--- config.mk ---
export PLATFORM = sky130hd
export DESIGN_NAME = lcd_hex_driver
export DESIGN_NICKNAME = d
export VERILOG_FILES = /design/src/rtl/lcd_pkg.sv /design/src/rtl/lcd_byte_writer.sv /design/src/rtl/lcd_hex_driver.sv
export SDC_FILE = /design/constraint.sdc
export NUM_CORES = 1
export LEC_CHECK = 0
export ABC_CLOCK_PERIOD_IN_PS = 3200
export CAP_MARGIN = 30
export CORE_ASPECT_RATIO = 0.9
export CORE_MARGIN = 5
export CORE_UTILIZATION = 30
export CTS_CLUSTER_DIAMETER = 50
export DETAILED_ROUTE_END_ITERATION = 10
export PLACE_DENSITY = 0.57
export SYNTH_ARGS = -nofsm -noshare
export SYNTH_HDL_FRONTEND = slang
export SYNTH_SLANG_ARGS = --single-unit
--- constraint.sdc ---
create_clock -name clk -period 3.2 [get_ports clk]
set_input_delay 0.48 -clock clk [delete_from_list [all_inputs] [get_ports clk]]
set_output_delay 0.48 -clock clk [all_outputs]
set_load 0.1 [all_outputs]
--- src/rtl/lcd_pkg.sv ---
// Shared constants, state encodings and the nibble-to-ASCII helper for the LCD hex driver.
// Latency: n/a (package only).
// Backpressure: n/a (package only).
// LCD_LABEL_EN selects whether each line carries a 4-character text prefix.
package lcd_pkg;

  // HD44780 command bytes used by the init sequence and line addressing
  localparam logic [7:0] CMD_FUNC_SET = 8'h38;  // 8-bit bus, 2 lines, 5x8 font
  localparam logic [7:0] CMD_DISP_ON  = 8'h0C;  // display on, cursor off
  localparam logic [7:0] CMD_CLEAR    = 8'h01;  // clear display, needs the long wait
  localparam logic [7:0] CMD_ENTRY    = 8'h06;  // increment address, no shift
  localparam logic [7:0] ADDR_L1      = 8'h80;  // DDRAM address 0x00
  localparam logic [7:0] ADDR_L2      = 8'hC0;  // DDRAM address 0x40

  // Wide enough for the longest delay (power-up, 750000 clocks)
  localparam int CNT_W = 20;

`ifdef LCD_LABEL_EN
  localparam int PREFIX_CHARS = 4;
`else
  localparam int PREFIX_CHARS = 0;
`endif
  localparam int HEX_CHARS  = 8;
  localparam int LINE_CHARS = PREFIX_CHARS + HEX_CHARS;

  typedef enum logic [3:0] {
    PWRUP, INIT0, INIT1, INIT2, INIT3,
    L1_ADDR, L1_CHAR, L2_ADDR, L2_CHAR, GAP
  } lcd_state_t;

  typedef enum logic [2:0] {
    W_IDLE, W_SETUP, W_EN, W_WAIT, W_DONE
  } wr_state_t;

  function automatic logic [7:0] hex2ascii(input logic [3:0] n);
    // '0'..'9' then uppercase 'A'..'F'
    return (n <= 4'd9) ? (8'h30 + {4'h0, n}) : (8'h37 + {4'h0, n});
  endfunction

endpackage

--- src/rtl/lcd_byte_writer.sv ---
// Writes one byte to an HD44780 bus: latch RS/DATA, pulse EN, then wait for the controller.
// Latency: accept edge + 1 setup + EN_CYCLES + post-EN wait, then a 1-cycle done pulse.
// Backpressure: byte_rdy is high only while idle; byte_vld is taken on byte_vld & byte_rdy.
// Ports: clk, rst (sync, active-high); byte_vld/byte_rdy/byte_rs/byte_dat request side;
//        done pulse; lcd_en/lcd_rs/lcd_dat to the panel.
module lcd_byte_writer #(
  parameter int EN_CYCLES       = 25,
  parameter int CMD_WAIT_CYCLES = 2000,
  parameter int CLR_WAIT_CYCLES = 82000
) (
  input  logic       clk,
  input  logic       rst,
  input  logic       byte_vld,
  output logic       byte_rdy,
  input  logic       byte_rs,
  input  logic [7:0] byte_dat,
  output logic       done,
  output logic       lcd_en,
  output logic       lcd_rs,
  output logic [7:0] lcd_dat
);
  import lcd_pkg::*;

  localparam logic [CNT_W-1:0] EN_LAST  = CNT_W'(EN_CYCLES - 1);
  localparam logic [CNT_W-1:0] CMD_LAST = CNT_W'(CMD_WAIT_CYCLES - 1);
  localparam logic [CNT_W-1:0] CLR_LAST = CNT_W'(CLR_WAIT_CYCLES - 1);

  wr_state_t        state, state_nxt;
  logic [CNT_W-1:0] cnt;
  logic             is_clr;
  logic [CNT_W-1:0] wait_last;

  assign wait_last = is_clr ? CLR_LAST : CMD_LAST;

  // State register, phase counter and the held bus value
  always_ff @(posedge clk) begin
    if (rst) begin
      state   <= W_IDLE;
      cnt     <= '0;
      is_clr  <= 1'b0;
      lcd_rs  <= 1'b0;
      lcd_dat <= '0;
    end else begin
      state <= state_nxt;
      // counter restarts on every phase change so each phase counts from zero
      cnt   <= (state_nxt != state) ? '0 : cnt + 1'b1;
      if (state == W_IDLE && byte_vld) begin
        lcd_rs  <= byte_rs;
        lcd_dat <= byte_dat;
        is_clr  <= !byte_rs && (byte_dat == CMD_CLEAR);
      end
    end
  end

  always_comb begin
    state_nxt = state;
    case (state)
      W_IDLE:  if (byte_vld) state_nxt = W_SETUP;
      W_SETUP: state_nxt = W_EN;
      W_EN:    if (cnt == EN_LAST) state_nxt = W_WAIT;
      W_WAIT:  if (cnt == wait_last) state_nxt = W_DONE;
      W_DONE:  state_nxt = W_IDLE;
      default: state_nxt = W_IDLE;
    endcase
  end

  always_comb begin
    byte_rdy = (state == W_IDLE);
    lcd_en   = (state == W_EN);
    done     = (state == W_DONE);
  end

endmodule

--- src/rtl/lcd_hex_driver.sv ---
// Shows the selector's PC nibbles on line 1 and the selected word on line 2 of a 16x2 LCD, as hex.
// Latency: PWRUP_CYCLES + init, then one frame per (bytes x byte time) + GAP_CYCLES.
// Backpressure: none; the panel is write-only and pacing comes from fixed wait counts.
// Ports: clk, rst (sync, active-high); ix1..ix8 PC nibbles, iy select code, iz1..iz8 data
//        nibbles (1 = LS); LCD_DATA/LCD_RS/LCD_RW/LCD_EN/LCD_ON panel pins; frame_done pulse.
// Build option: define LCD_LABEL_EN for "PC  "/"Sy  " prefixes (12 chars per line), else 8.
module lcd_hex_driver #(
  parameter int EN_CYCLES       = 25,
  parameter int CMD_WAIT_CYCLES = 2000,
  parameter int CLR_WAIT_CYCLES = 82000,
  parameter int PWRUP_CYCLES    = 750000,
  parameter int GAP_CYCLES      = 500000
) (
  input  logic       clk,
  input  logic       rst,
  input  logic [3:0] ix1, ix2, ix3, ix4, ix5, ix6, ix7, ix8,
  input  logic [3:0] iy,
  input  logic [3:0] iz1, iz2, iz3, iz4, iz5, iz6, iz7, iz8,
  output logic [7:0] LCD_DATA,
  output logic       LCD_RS,
  output logic       LCD_RW,
  output logic       LCD_EN,
  output logic       LCD_ON,
  output logic       frame_done
);
  import lcd_pkg::*;

  localparam logic [CNT_W-1:0] PWRUP_LAST = CNT_W'(PWRUP_CYCLES - 1);
  localparam logic [CNT_W-1:0] GAP_LAST   = CNT_W'(GAP_CYCLES - 1);
  localparam logic [3:0]       CHAR_LAST  = 4'(LINE_CHARS - 1);

  lcd_state_t       state, state_nxt;
  logic [CNT_W-1:0] cnt;
  logic [3:0]       char_idx;
  logic             char_last;
  logic             lcd_on_q;

  // Frame snapshot, taken once per frame so a frame never mixes old and new inputs
  logic [31:0] ix_s, iz_s;
`ifdef LCD_LABEL_EN
  logic [3:0]  iy_s;
`endif

  logic       byte_vld, byte_rdy, byte_rs, w_done;
  logic [7:0] byte_dat;
  logic [2:0] hex_pos;
  logic [3:0] l1_nib, l2_nib;
  logic [7:0] line1_chr, line2_chr;

  assign char_last = (char_idx == CHAR_LAST);

  always_ff @(posedge clk) begin
    if (rst) begin
      state    <= PWRUP;
      cnt      <= '0;
      char_idx <= '0;
      lcd_on_q <= 1'b0;
      ix_s     <= '0;
      iz_s     <= '0;
`ifdef LCD_LABEL_EN
      iy_s     <= '0;
`endif
    end else begin
      state    <= state_nxt;
      lcd_on_q <= 1'b1;
      if (state_nxt != state)
        cnt <= '0;
      else if (state == PWRUP || state == GAP)
        cnt <= cnt + 1'b1;
      // character index restarts at each line start and advances per completed byte
      if (state_nxt != state)
        char_idx <= '0;
      else if (w_done)
        char_idx <= char_idx + 1'b1;
      if (state_nxt == L1_ADDR && state != L1_ADDR) begin
        ix_s <= {ix8, ix7, ix6, ix5, ix4, ix3, ix2, ix1};
        iz_s <= {iz8, iz7, iz6, iz5, iz4, iz3, iz2, iz1};
`ifdef LCD_LABEL_EN
        iy_s <= iy;
`endif
      end
    end
  end

  always_comb begin
    state_nxt = state;
    case (state)
      PWRUP:   if (cnt == PWRUP_LAST) state_nxt = INIT0;
      INIT0:   if (w_done) state_nxt = INIT1;
      INIT1:   if (w_done) state_nxt = INIT2;
      INIT2:   if (w_done) state_nxt = INIT3;
      INIT3:   if (w_done) state_nxt = L1_ADDR;
      L1_ADDR: if (w_done) state_nxt = L1_CHAR;
      L1_CHAR: if (w_done && char_last) state_nxt = L2_ADDR;
      L2_ADDR: if (w_done) state_nxt = L2_CHAR;
      L2_CHAR: if (w_done && char_last) state_nxt = GAP;
      GAP:     if (cnt == GAP_LAST) state_nxt = L1_ADDR;
      default: state_nxt = PWRUP;
    endcase
  end

  // Character generation: hex digits run MS nibble first after the optional prefix
  always_comb begin
    hex_pos = 3'(char_idx - 4'(PREFIX_CHARS));
    l1_nib  = ix_s[{~hex_pos, 2'b00} +: 4];
    l2_nib  = iz_s[{~hex_pos, 2'b00} +: 4];
    line1_chr = hex2ascii(l1_nib);
    line2_chr = hex2ascii(l2_nib);
`ifdef LCD_LABEL_EN
    case (char_idx)
      4'd0: begin
        line1_chr = 8'h50;  // 'P'
        line2_chr = 8'h53;  // 'S'
      end
      4'd1: begin
        line1_chr = 8'h43;  // 'C'
        line2_chr = hex2ascii(iy_s);
      end
      4'd2, 4'd3: begin
        line1_chr = 8'h20;
        line2_chr = 8'h20;
      end
      default: ;
    endcase
`endif
  end

  // Byte request: offered whenever the writer is idle in a sending state
  always_comb begin
    byte_vld   = 1'b0;
    byte_rs    = 1'b0;
    byte_dat   = 8'h00;
    frame_done = 1'b0;
    case (state)
      INIT0:   begin byte_vld = byte_rdy; byte_dat = CMD_FUNC_SET; end
      INIT1:   begin byte_vld = byte_rdy; byte_dat = CMD_DISP_ON;  end
      INIT2:   begin byte_vld = byte_rdy; byte_dat = CMD_CLEAR;    end
      INIT3:   begin byte_vld = byte_rdy; byte_dat = CMD_ENTRY;    end
      L1_ADDR: begin byte_vld = byte_rdy; byte_dat = ADDR_L1;      end
      L1_CHAR: begin byte_vld = byte_rdy; byte_rs = 1'b1; byte_dat = line1_chr; end
      L2_ADDR: begin byte_vld = byte_rdy; byte_dat = ADDR_L2;      end
      L2_CHAR: begin
        byte_vld   = byte_rdy;
        byte_rs    = 1'b1;
        byte_dat   = line2_chr;
        frame_done = w_done && char_last;
      end
      default: ;
    endcase
  end

  lcd_byte_writer #(
    .EN_CYCLES      (EN_CYCLES),
    .CMD_WAIT_CYCLES(CMD_WAIT_CYCLES),
    .CLR_WAIT_CYCLES(CLR_WAIT_CYCLES)
  ) u_writer (
    .clk     (clk),
    .rst     (rst),
    .byte_vld(byte_vld),
    .byte_rdy(byte_rdy),
    .byte_rs (byte_rs),
    .byte_dat(byte_dat),
    .done    (w_done),
    .lcd_en  (LCD_EN),
    .lcd_rs  (LCD_RS),
    .lcd_dat (LCD_DATA)
  );

  assign LCD_RW = 1'b0;
  assign LCD_ON = lcd_on_q;

endmodule

; Yosys cells after proc, flatten, opt, wreduce, memory -nomap -nowiden
; Cells that the tools add are included.
[op_classes]
n_addsub = 7
magnitude_cmp = 2
eq_ne = 23
shift = 2
muxes = 23
bitwise_logic = 1
n_reduce_logical = 12
[op_table]
columns = cell, n
row1 = one-hot mux 8 bit (8 select lines), 1
row2 = variable part select 32 x 6 -> 4 bit, 2
row3 = "adder 20 x 1 -> 20 bit, second input constant", 2
row4 = two-way mux 4 bit, 10
row5 = one-hot mux 4 bit (10 select lines), 1
row6 = "adder 6 x 4 -> 7 bit, first input constant", 4
row7 = "== test 4 x 3 -> 1 bit, second input constant", 6
row8 = "== test 20 x 19 -> 1 bit, second input constant", 1
row9 = == test 20 bit, 1
row10 = "== test 20 bit, second input constant", 1
row11 = "== test 20 x 5 -> 1 bit, second input constant", 1
row12 = two-way mux 17 bit, 1
row13 = two-way mux 7 bit, 2
row14 = one-hot mux 3 bit (4 select lines), 1
row15 = two-way mux 3 bit, 3
row16 = "== test 4 x 2 -> 1 bit, second input constant", 2
row17 = "== test 4 bit, second input constant", 2
row18 = "== test 8 x 1 -> 1 bit, second input constant", 1
row19 = "less-or-equal comparator 4 bit, second input constant", 2
row20 = OR reduction 8 bit, 1
row21 = "== test 3 x 2 -> 1 bit, second input constant", 2
row22 = OR reduction 2 bit, 3
row23 = "adder 4 x 1 -> 4 bit, second input constant", 1
row24 = "== test 4 x 1 -> 1 bit, second input constant", 1
row25 = other kinds (12), 18
[totals]
register_bits = 126
in_bits = 70
out_inout_bits = 13
wordCells = 81

; Logic depth before layout (Yosys ltp)
; Gate-level depths: netlist of the first run.
[logic_depth]
depth_word = 7
depth_mapped = 10
mapped_depth_nobuf = 9

; Hierarchy
; A second synthesis of the first run with hierarchy kept.
[unflattened]
hier_cells = 727
hier_area_um2 = 6530.0
[by_module_without_submodules]
columns = mod, instances, cells_per_inst, area_each_um2, seq_area_each_um2
row1 = lcd_hex_driver, 1, 546, 4988.5, 1861.8
row2 = lcd_byte_writer, 1, 181, 1541.5, 660.6

; Worst setup path after synthesis of the first run
; No wires, ideal clock.
[synth_path]
path_type = flip-flop to output port
start = register u_writer.state[1]
end = output LCD_EN
arrival_time_ns = 2.593
required_ns = 2.720
slack_ns = 0.127
stages_incl_launch_ff = 2
path_buffers = 0
path_cell_list = dfxtp_1 -> nor3b_1
[synth_via]
elab_chain_len = 1
[synth_rtl]
columns = element, line_no
row1 = from (decl), lcd_byte_writer.sv:28  ; wr_state_t state, state_nxt;
row2 = from (signal assigned), lcd_byte_writer.sv:44  ; state <= state_nxt;
row3 = == test 3 x 2 -> 1 bit, lcd_byte_writer.sv:69  ; lcd_en = (state == W_EN);
row4 = to (decl), lcd_hex_driver.sv:22  ; output logic LCD_EN,
; No other way between the ends.

; Worst setup path in the final report of the first run
[layout_path]
start = register char_idx[0]
end = register u_writer.is_clr
[layout_via]
elab_chain_len = 7
elab_cells_between_ends = 14
classes_between = add/sub (4) / order compare (2) / eq/ne (1) / shift (2) / mux (3) / bitwise (1) / reduce/logical (1)
[layout_rtl]
columns = element, line_no
row1 = from (decl), lcd_hex_driver.sv:34  ; logic [3:0] char_idx;
row2 = from (signal assigned), lcd_hex_driver.sv:74  ; char_idx <= char_idx + 1'b1;
row3 = NOT 3 bit (*), "lcd_hex_driver.sv:105, lcd_hex_driver.sv:106"
row4 = "variable part select 32 x 6 -> 4 bit, on equally long branches", "lcd_hex_driver.sv:106, lcd_hex_driver.sv:105"
row5 = adder 6 x 4 -> 7 bit or less-or-equal comparator 4 bit (tied branches), lcd_pkg.sv:37  ; return (n <= 4'd9) ? (8'h30 + {4'h0, n}) : (8'h37 + {4'h0, n});
row6 = two-way mux 7 bit, lcd_pkg.sv:37
row7 = one-hot mux 8 bit (8 select lines) (*), lcd_hex_driver.sv:134  ; case (state)
row8 = == test 8 x 1 -> 1 bit (*), lcd_byte_writer.sv:50  ; is_clr <= !byte_rs && (byte_dat == CMD_CLEAR);
row9 = logical AND 1 bit (*), lcd_byte_writer.sv:50
row10 = to (signal assigned), lcd_byte_writer.sv:50
row11 = to (decl), lcd_byte_writer.sv:30  ; logic is_clr;
; Every way passes the cells marked *; elsewhere a longest branch is shown, timed or not.
; A chain may end at the register's enable or synchronous reset.

==> metrics.md, run 1 <==
| Metric | Value |
|---|---|
| Final Hold Violating Endpoints | `0` |
| PwrDens | `480 mW/mm^2` |
| Fin cells | `1,113` |
| Slew HR | `0.353` |
| Die H | `149 microns` |
| Antenna Violating Nets Remaining | `0` |
| Clk sink count | `126` |
| CP bufs+invs | `1` |
| Drc violations | `0` |
| Resize count post-CTS | `0` |
| Crit-path cells | `buf_12 > mux4_2 > mux2i_1 > ha_1 > o22a_1 > nor3_1 > nor4_1 > a31o_1` |
| Post-synthesis cell type count | `67` |
| Initial antenna violation count | `0` |
| First-pass iteration count of the detailed router | `4` |
| Crit end category | `flip-flop` |
| Worst vdd ir | `about 0.32 mV` |
| Startpoint Class | `flip-flop` |
| Placed Instances | `approximately 1.1k` |
| Diodes inserted | `0` |
| CP Max Fanout | `27` |
| Hpwl dp | `~11 mm` |
| Routed length per instance | `~14 microns` |
| Share of synthesized registers carrying an async set or reset | `0` |
| Vias in the first global route | `around 5k` |
| FF+latch count, synth | `about 130` |
| CTS Buf Count | `17` |
| Final nets | `892` |
| Primary FF master, synth | `dfxtp_1` |
| Worst path depth | `8` |
| Total die area | `about 0.024 sq mm` |
| Setup CP Type | `reg2reg` |
| Syn Area/Cell | `roughly 8.7 sq um` |
| HP Class | `reg2reg` |
| Max Slew Vio Count | `0` |
| Worst hold margin | `about 0.45 ns` |
| First-pass GRT wire length | `roughly 25 mm` |
| Fmax | `about 0.34 GHz` |
| Via density per instance | `around 4.6` |
| Vias after detailed routing | `5,163` |
| Post-synthesis instance total | `740` |
| Reg2reg path depth | `8` |
| Worst Max-Slew Pin Slew | `a little under 1 ns` |
| Slowest stage cell, crit path | `mux4_2` |
| Chip width | `164 microns` |
| Setup TNS | `0 ns` |
| Post-CTS Setup Repair Bufs | `0` |
| Status | `finished clean` |
| Routability Congestion | `just over 0.8` |
| Crit path arrival time | `between 3 and 4 ns` |
| Area grow syn2layout | `25.6%` |
| Clk_lat worst skew | `~0.42 ns` |
| Syn nets | `just over 800` |
| Leak | `2.77 nW` |
| Fin crit share | `0.908` |
| EDFF count, synth | `0` |
| IO Port Bufs | `between 70 and 80` |
| GRT Residual Overflow | `0` |
| Fin util | `0.385` |
| Initial DRC count | `about 350` |
| Post-Syn Area | `around 0.0064 sq mm` |
| Core area | `0.0210 sq mm` |
| Clk root buf | `clkbuf_16` |
| RSZ-0062 raised after global routing | `false` |
| Share of layout cells above drive strength 1 | `0.100` |
| YS warnings | `0` |
| Worst clock skew | `0.00772 ns` |
| Largest net degree at the start of global routing | `a little under 80` |
| I/O pin total | `slightly above 80` |
| Worst path required time | `approximately 3.6 ns` |
| Drt total wl | `between 15 and 20 mm` |
| Initial Util | `0.306` |
| Slowest stage delay, CP | `between 0.5 and 0.6 ns` |
| H-Tree Depth | `4` |
| Final min period | `between 2 and 3 ns` |
| Max Cap Viol | `0` |
| CTS tree | `done` |
| Delay-heaviest family, CP | `multiplexers` |
| Row count | `50` |
| Final setup fails | `0` |
| Max Root-Sink Buffers | `2` |
| Hold Path Stages | `2` |
| Sequential share of the synthesized area | `0.393` |
| Hold Buf Count CTS | `0` |
| Overall routing resource usage | `0.129` |
| Clk slew on worst S/H paths | `~0.05 ns` |
cells in the mapped netlist (7+ instances only):
master / instances / area, sq um
buf_2: 7 / 35.0
a21oi_1: 9 / 45.0
xor2_1: 22 / 193
xnor2_1: 23 / 201
clkbuf_1: 27 / 101
nor3_1: 17 / 85.1
mux2i_1: 84 / 841
inv_1: 14 / 52.6
nand3_1: 21 / 105
nand4_1: 11 / 68.8
dfxtp_1: 126 / 2520
ha_1: 8 / 100
mux4_2: 8 / 180
nor2_1: 91 / 342
nand2_1: 158 / 593
cells by family after synthesis:
kind of cell,Yosys count,share of synthesized area
buffers and inverters,59,0.0534
multiplexers,94,0.163
adder cells (fa/ha/maj),8,0.0156
other,1,0.000584
AND/OR/NAND/NOR,351,0.250
AO/OA/AOI/OAI,56,0.0632
flip-flops,126,0.393
XOR/XNOR,45,0.0614
path summary, 6_finish.rpt:
check / slack, ns / end / startpoint
max: 0.29 / u_writer.is_clr / char_idx[0]
min: 0.45 / ix_s[3] / ix_s[3]
max reg2reg: 0.29 / u_writer.is_clr / char_idx[0]
min reg2reg: 0.45 / ix_s[3] / ix_s[3]
stage by stage:
step	cell area [sq um]	setup WS (ns)	power (W)
2_1_floorplan	6420	0.127	0.00185
3_3_place_gp	7470	0.365	0.00200
3_5_place_dp	7470	0.290	0.00200
4_1_cts	8060	0.268	0.00392
5_1_grt	8060	0.0638	0.00401
6_report	8060	0.294	0.00387
registers in the layout, summed over array words and instances, names as in the netlist:
signal and flops:
u_writer.lcd_dat 8, u_writer.is_clr 1, cnt 20, u_writer.lcd_rs 1
u_writer.cnt 20, char_idx 4, ix_s 32, state 4
LCD_ON 1, u_writer.state 3, iz_s 32
cell type report:
cell class              instances  area [sq um]
clock buffers                  23           478
clock inverters                 9           110
fillers                      2129         12900
inverters                      15          58.8
multi-input cells             555          3560
flip-flops and latches        126          2520
well taps                     286           358
repair buffers                 99           971
cells in the final DEF, fill, tap and decap left out, types with 5 or more instances in the layout:
master           netlist  final
o21ai_0                6      6
nor3b_1                5      5
buf_12                 6      5
mux2i_1               84     84
buf_4                  2     28
a21oi_1                9      9
nor3_1                17     17
mux4_2                 8      8
ha_1                   8      8
dfxtp_1              126    126
xor2_1                22     22
nor2_1                91     91
inv_1                 14     14
nor4_1                 5      5
nand4_1               11     11
clkdlybuf4s50_1        0     66
nand2_1              158    158
nor2b_1                6      6
nand3_1               21     21
clkbuf_16              0     17
xnor2_1               23     23
per-layer routing:
metal  share of wire  global-route usage  wire length, microns
met1            0.53               0.187                  8030
met3           0.039              0.0309                   587
met4           0.015              0.0537                   233
met5               0                   0                     0
met2            0.41               0.181                  6190
worst min-delay path, cell delays in order, from the launching register on:
cell     delay [ns]
dfxtp_1        0.30
nand2_1        0.05
mux2i_1        0.05
report_power, final:
part	switching [W]	internal, W	total (W)
Sequential	0.0000231	0.00159	0.00162
Combinational	0.000203	0.000139	0.000342
Clock	0.000701	0.00121	0.00191
Note: power is estimated with default switching activity, not from simulation.
==> run 2, diff against run 1 <==
--- a/config.mk
+++ b/config.mk
@@ -12,6 +12,7 @@
 export CORE_UTILIZATION = 30
 export CTS_CLUSTER_DIAMETER = 50
 export DETAILED_ROUTE_END_ITERATION = 10
+export GPL_TIMING_DRIVEN = 0
 export PLACE_DENSITY = 0.57
 export SYNTH_ARGS = -nofsm -noshare
 export SYNTH_HDL_FRONTEND = slang
==> metrics.md, run 2 (same netlist as run 1, synthesis figures left out) <==
| Metric | Value |
|---|---|
| Status | `finished clean` |
| CTS tree | `done` |
| Final worst slack | `0.125 ns (-0.169 ns)` |
| Leak | `2.77 nW (about the same)` |
| H-Tree Depth | `4 (unchanged)` |
| HP Class | `reg2reg` |
| Chip width | `164 microns (unchanged)` |
| Drt total wl | `16.0 mm (+6.4%)` |
| Hold Buf Count CTS | `0 (unchanged)` |
| Final setup fails | `0 (unchanged)` |
| Largest net degree at the start of global routing | `17 (-78%)` |
| Vias in the first global route | `5,175 (+4.3%)` |
| Hpwl dp | `12.0 mm (+12%)` |
| Setup TNS | `0 ns (unchanged)` |
| Clk root buf | `clkbuf_16` |
| Placed Instances | `1,102 (+1.9%)` |
| RSZ-0062 raised after global routing | `true` |
| Max Slew Vio Count | `0 (unchanged)` |
| Initial DRC count | `303 (-14%)` |
| Worst path required time | `3.57 ns (about the same)` |
| CP Max Fanout | `10 (-63%)` |
| PwrDens | `468 mW/mm^2 (-2.5%)` |
| Die H | `149 microns (unchanged)` |
| Fillers | `2,162 (+1.6%)` |
| Clk slew on worst S/H paths | `0.05 ns (about the same)` |
| Max Cap Viol | `0 (unchanged)` |
| Row count | `50 (unchanged)` |
| Share of layout cells above drive strength 1 | `0.0851 (-0.0153)` |
| Final min period | `3.08 ns (+0.169 ns)` |
| Fin util | `0.389 (+0.00436)` |
| I/O pin total | `83 (unchanged)` |
| Overall routing resource usage | `0.137 (+0.00799)` |
| Worst vdd ir | `0.268 mV (-17%)` |
| Startpoint Class | `flip-flop` |
| Antenna Violating Nets Remaining | `0 (unchanged)` |
| Most frequent cells in the layout | `nand2_1 (158), dfxtp_1 (126), nor2_1 (91), mux2i_1 (83), clkdlybuf4s50_1 (75)` |
| Vias after detailed routing | `5,313 (+2.9%)` |
| Clk_lat worst skew | `0.43 ns (about the same)` |
| Routed length per instance | `14.1 microns (+4.6%)` |
| Placement Setup Slack | `-0.404 ns (-0.694 ns)` |
| Worst Max-Slew Pin Slew | `0.996 ns (+0.0281 ns)` |
| Setup CP Type | `reg2reg` |
| Slew HR | `0.334 (-0.0188)` |
| Final Hold Violating Endpoints | `0 (unchanged)` |
| Fin cells | `1,132 (+1.7%)` |
| GRT Residual Overflow | `0 (unchanged)` |
| Worst clock skew | `0.0185 ns (+0.0108 ns)` |
| Initial antenna violation count | `0 (unchanged)` |
| Max Root-Sink Buffers | `2 (unchanged)` |
| Most common cell after layout, fill and taps aside | `nand2_1` |
| Biggest regs | `ix_s: 32 flops, iz_s: 32 flops` |
| Resize count post-CTS | `11 (+11)` |
| IO Port Bufs | `76 (-1.3%)` |
| Total die area | `0.0244 sq mm (unchanged)` |
| Drc violations | `0 (unchanged)` |
| Via density per instance | `4.69 (+1.2%)` |
| Fmax | `0.325 GHz (-5.5%)` |
| Initial Util | `0.306 (unchanged)` |
| First-pass GRT wire length | `26.7 mm (+6.3%)` |
| CTS Buf Count | `17 (unchanged)` |
| Final nets | `915 (+2.6%)` |
| Fin crit share | `0.961 (+0.0529)` |
| Total power | `0.00382 W (-1.3%)` |
| Core area | `0.0210 sq mm (unchanged)` |
| Register area | `0.00252 sq mm (unchanged)` |
| Area occupied by multi-input gates | `0.00360 sq mm (+1.1%)` |
| Routability Congestion | `0.834 (+3.3%)` |
| Crit end category | `flip-flop` |
| Area grow syn2layout | `27.0%` |
| Clk sink count | `126 (unchanged)` |
| First-pass iteration count of the detailed router | `5 (+1)` |
| Post-CTS Setup Repair Bufs | `0 (unchanged)` |
| Diodes inserted | `0 (unchanged)` |
| Crit path arrival time | `3.44 ns (+0.17 ns)` |
[run 2: changes by cell type in the layout (fill, tap and decap cells not counted), sizes merged]
cell,previous run,this run
clkbuf,23,50
buf,33,18
clkdlybuf4s50,66,75
clkinvlp,3,1
clkinv,4,5
inv,15,14
[run 2: per-stage QoR]
step / hold WS, ns / cell area [sq um]
floorplan: 0.430 / 6420
global placement: 0.440 / 7540
detailed placement: 0.447 / 7540
CTS: 0.457 / 8120
global route: 0.474 / 8150
finish: 0.454 / 8150
[run 2: path summary, 6_finish.rpt]
path,cells past startpoint,startpoint,slack [ns],end
setup / recovery,8,char_idx[0],0.12,u_writer.lcd_dat[3]
hold / removal,2,iz_s[24],0.45,iz_s[24]
hold reg to reg,2,iz_s[24],0.45,iz_s[24]
setup reg to reg,8,char_idx[0],0.12,u_writer.lcd_dat[3]
[run 2: critical path: stages, from the launching register on]
cell	delay [ns]
dfxtp_1	0.33
buf_4	0.21
buf_6	0.21
mux4_2	0.54
mux2i_1	0.45
ha_1	0.29
nor2_1	0.06
a2111oi_0	0.74
o31a_1	0.19
[run 2: power by group]
group | internal (W) | switching [W]
Clock | 0.00116 | 0.000683
Sequential | 0.00159 | 0.0000191
Combinational | 0.000141 | 0.000215
Total | 0.00290 | 0.000916
[run 2: final cells by class]
type | instances | share of cell area
inverter | 15 | 0.00691
clock buffer | 21 | 0.0565
timing repair buffer | 78 | 0.0940
tap | 286 | 0.0439
clock inverter | 7 | 0.0112
sequential | 126 | 0.309
multi-input combinational | 555 | 0.442
buffer | 44 | 0.0362
[run 2: routing by layer]
metal  wire length, microns  up-vias  GRT usage  share of wire
met5                      0        -          0              0
met4                    163        0     0.0361          0.010
met3                    802       10     0.0376          0.050
met2                   6730      125      0.197           0.42
met1                   8300     2440      0.200           0.52
li1                       -     2738          -              -
==> run 3, diff against run 2 <==
--- a/config.mk
+++ b/config.mk
@@ -10,7 +10,6 @@
 export CORE_ASPECT_RATIO = 0.9
 export CORE_MARGIN = 5
 export CORE_UTILIZATION = 30
-export CTS_CLUSTER_DIAMETER = 50
 export DETAILED_ROUTE_END_ITERATION = 10
 export GPL_TIMING_DRIVEN = 0
 export PLACE_DENSITY = 0.57
==> results of run 3 <==
No change in the layout: final DEF, timing and power equal those of run 2.
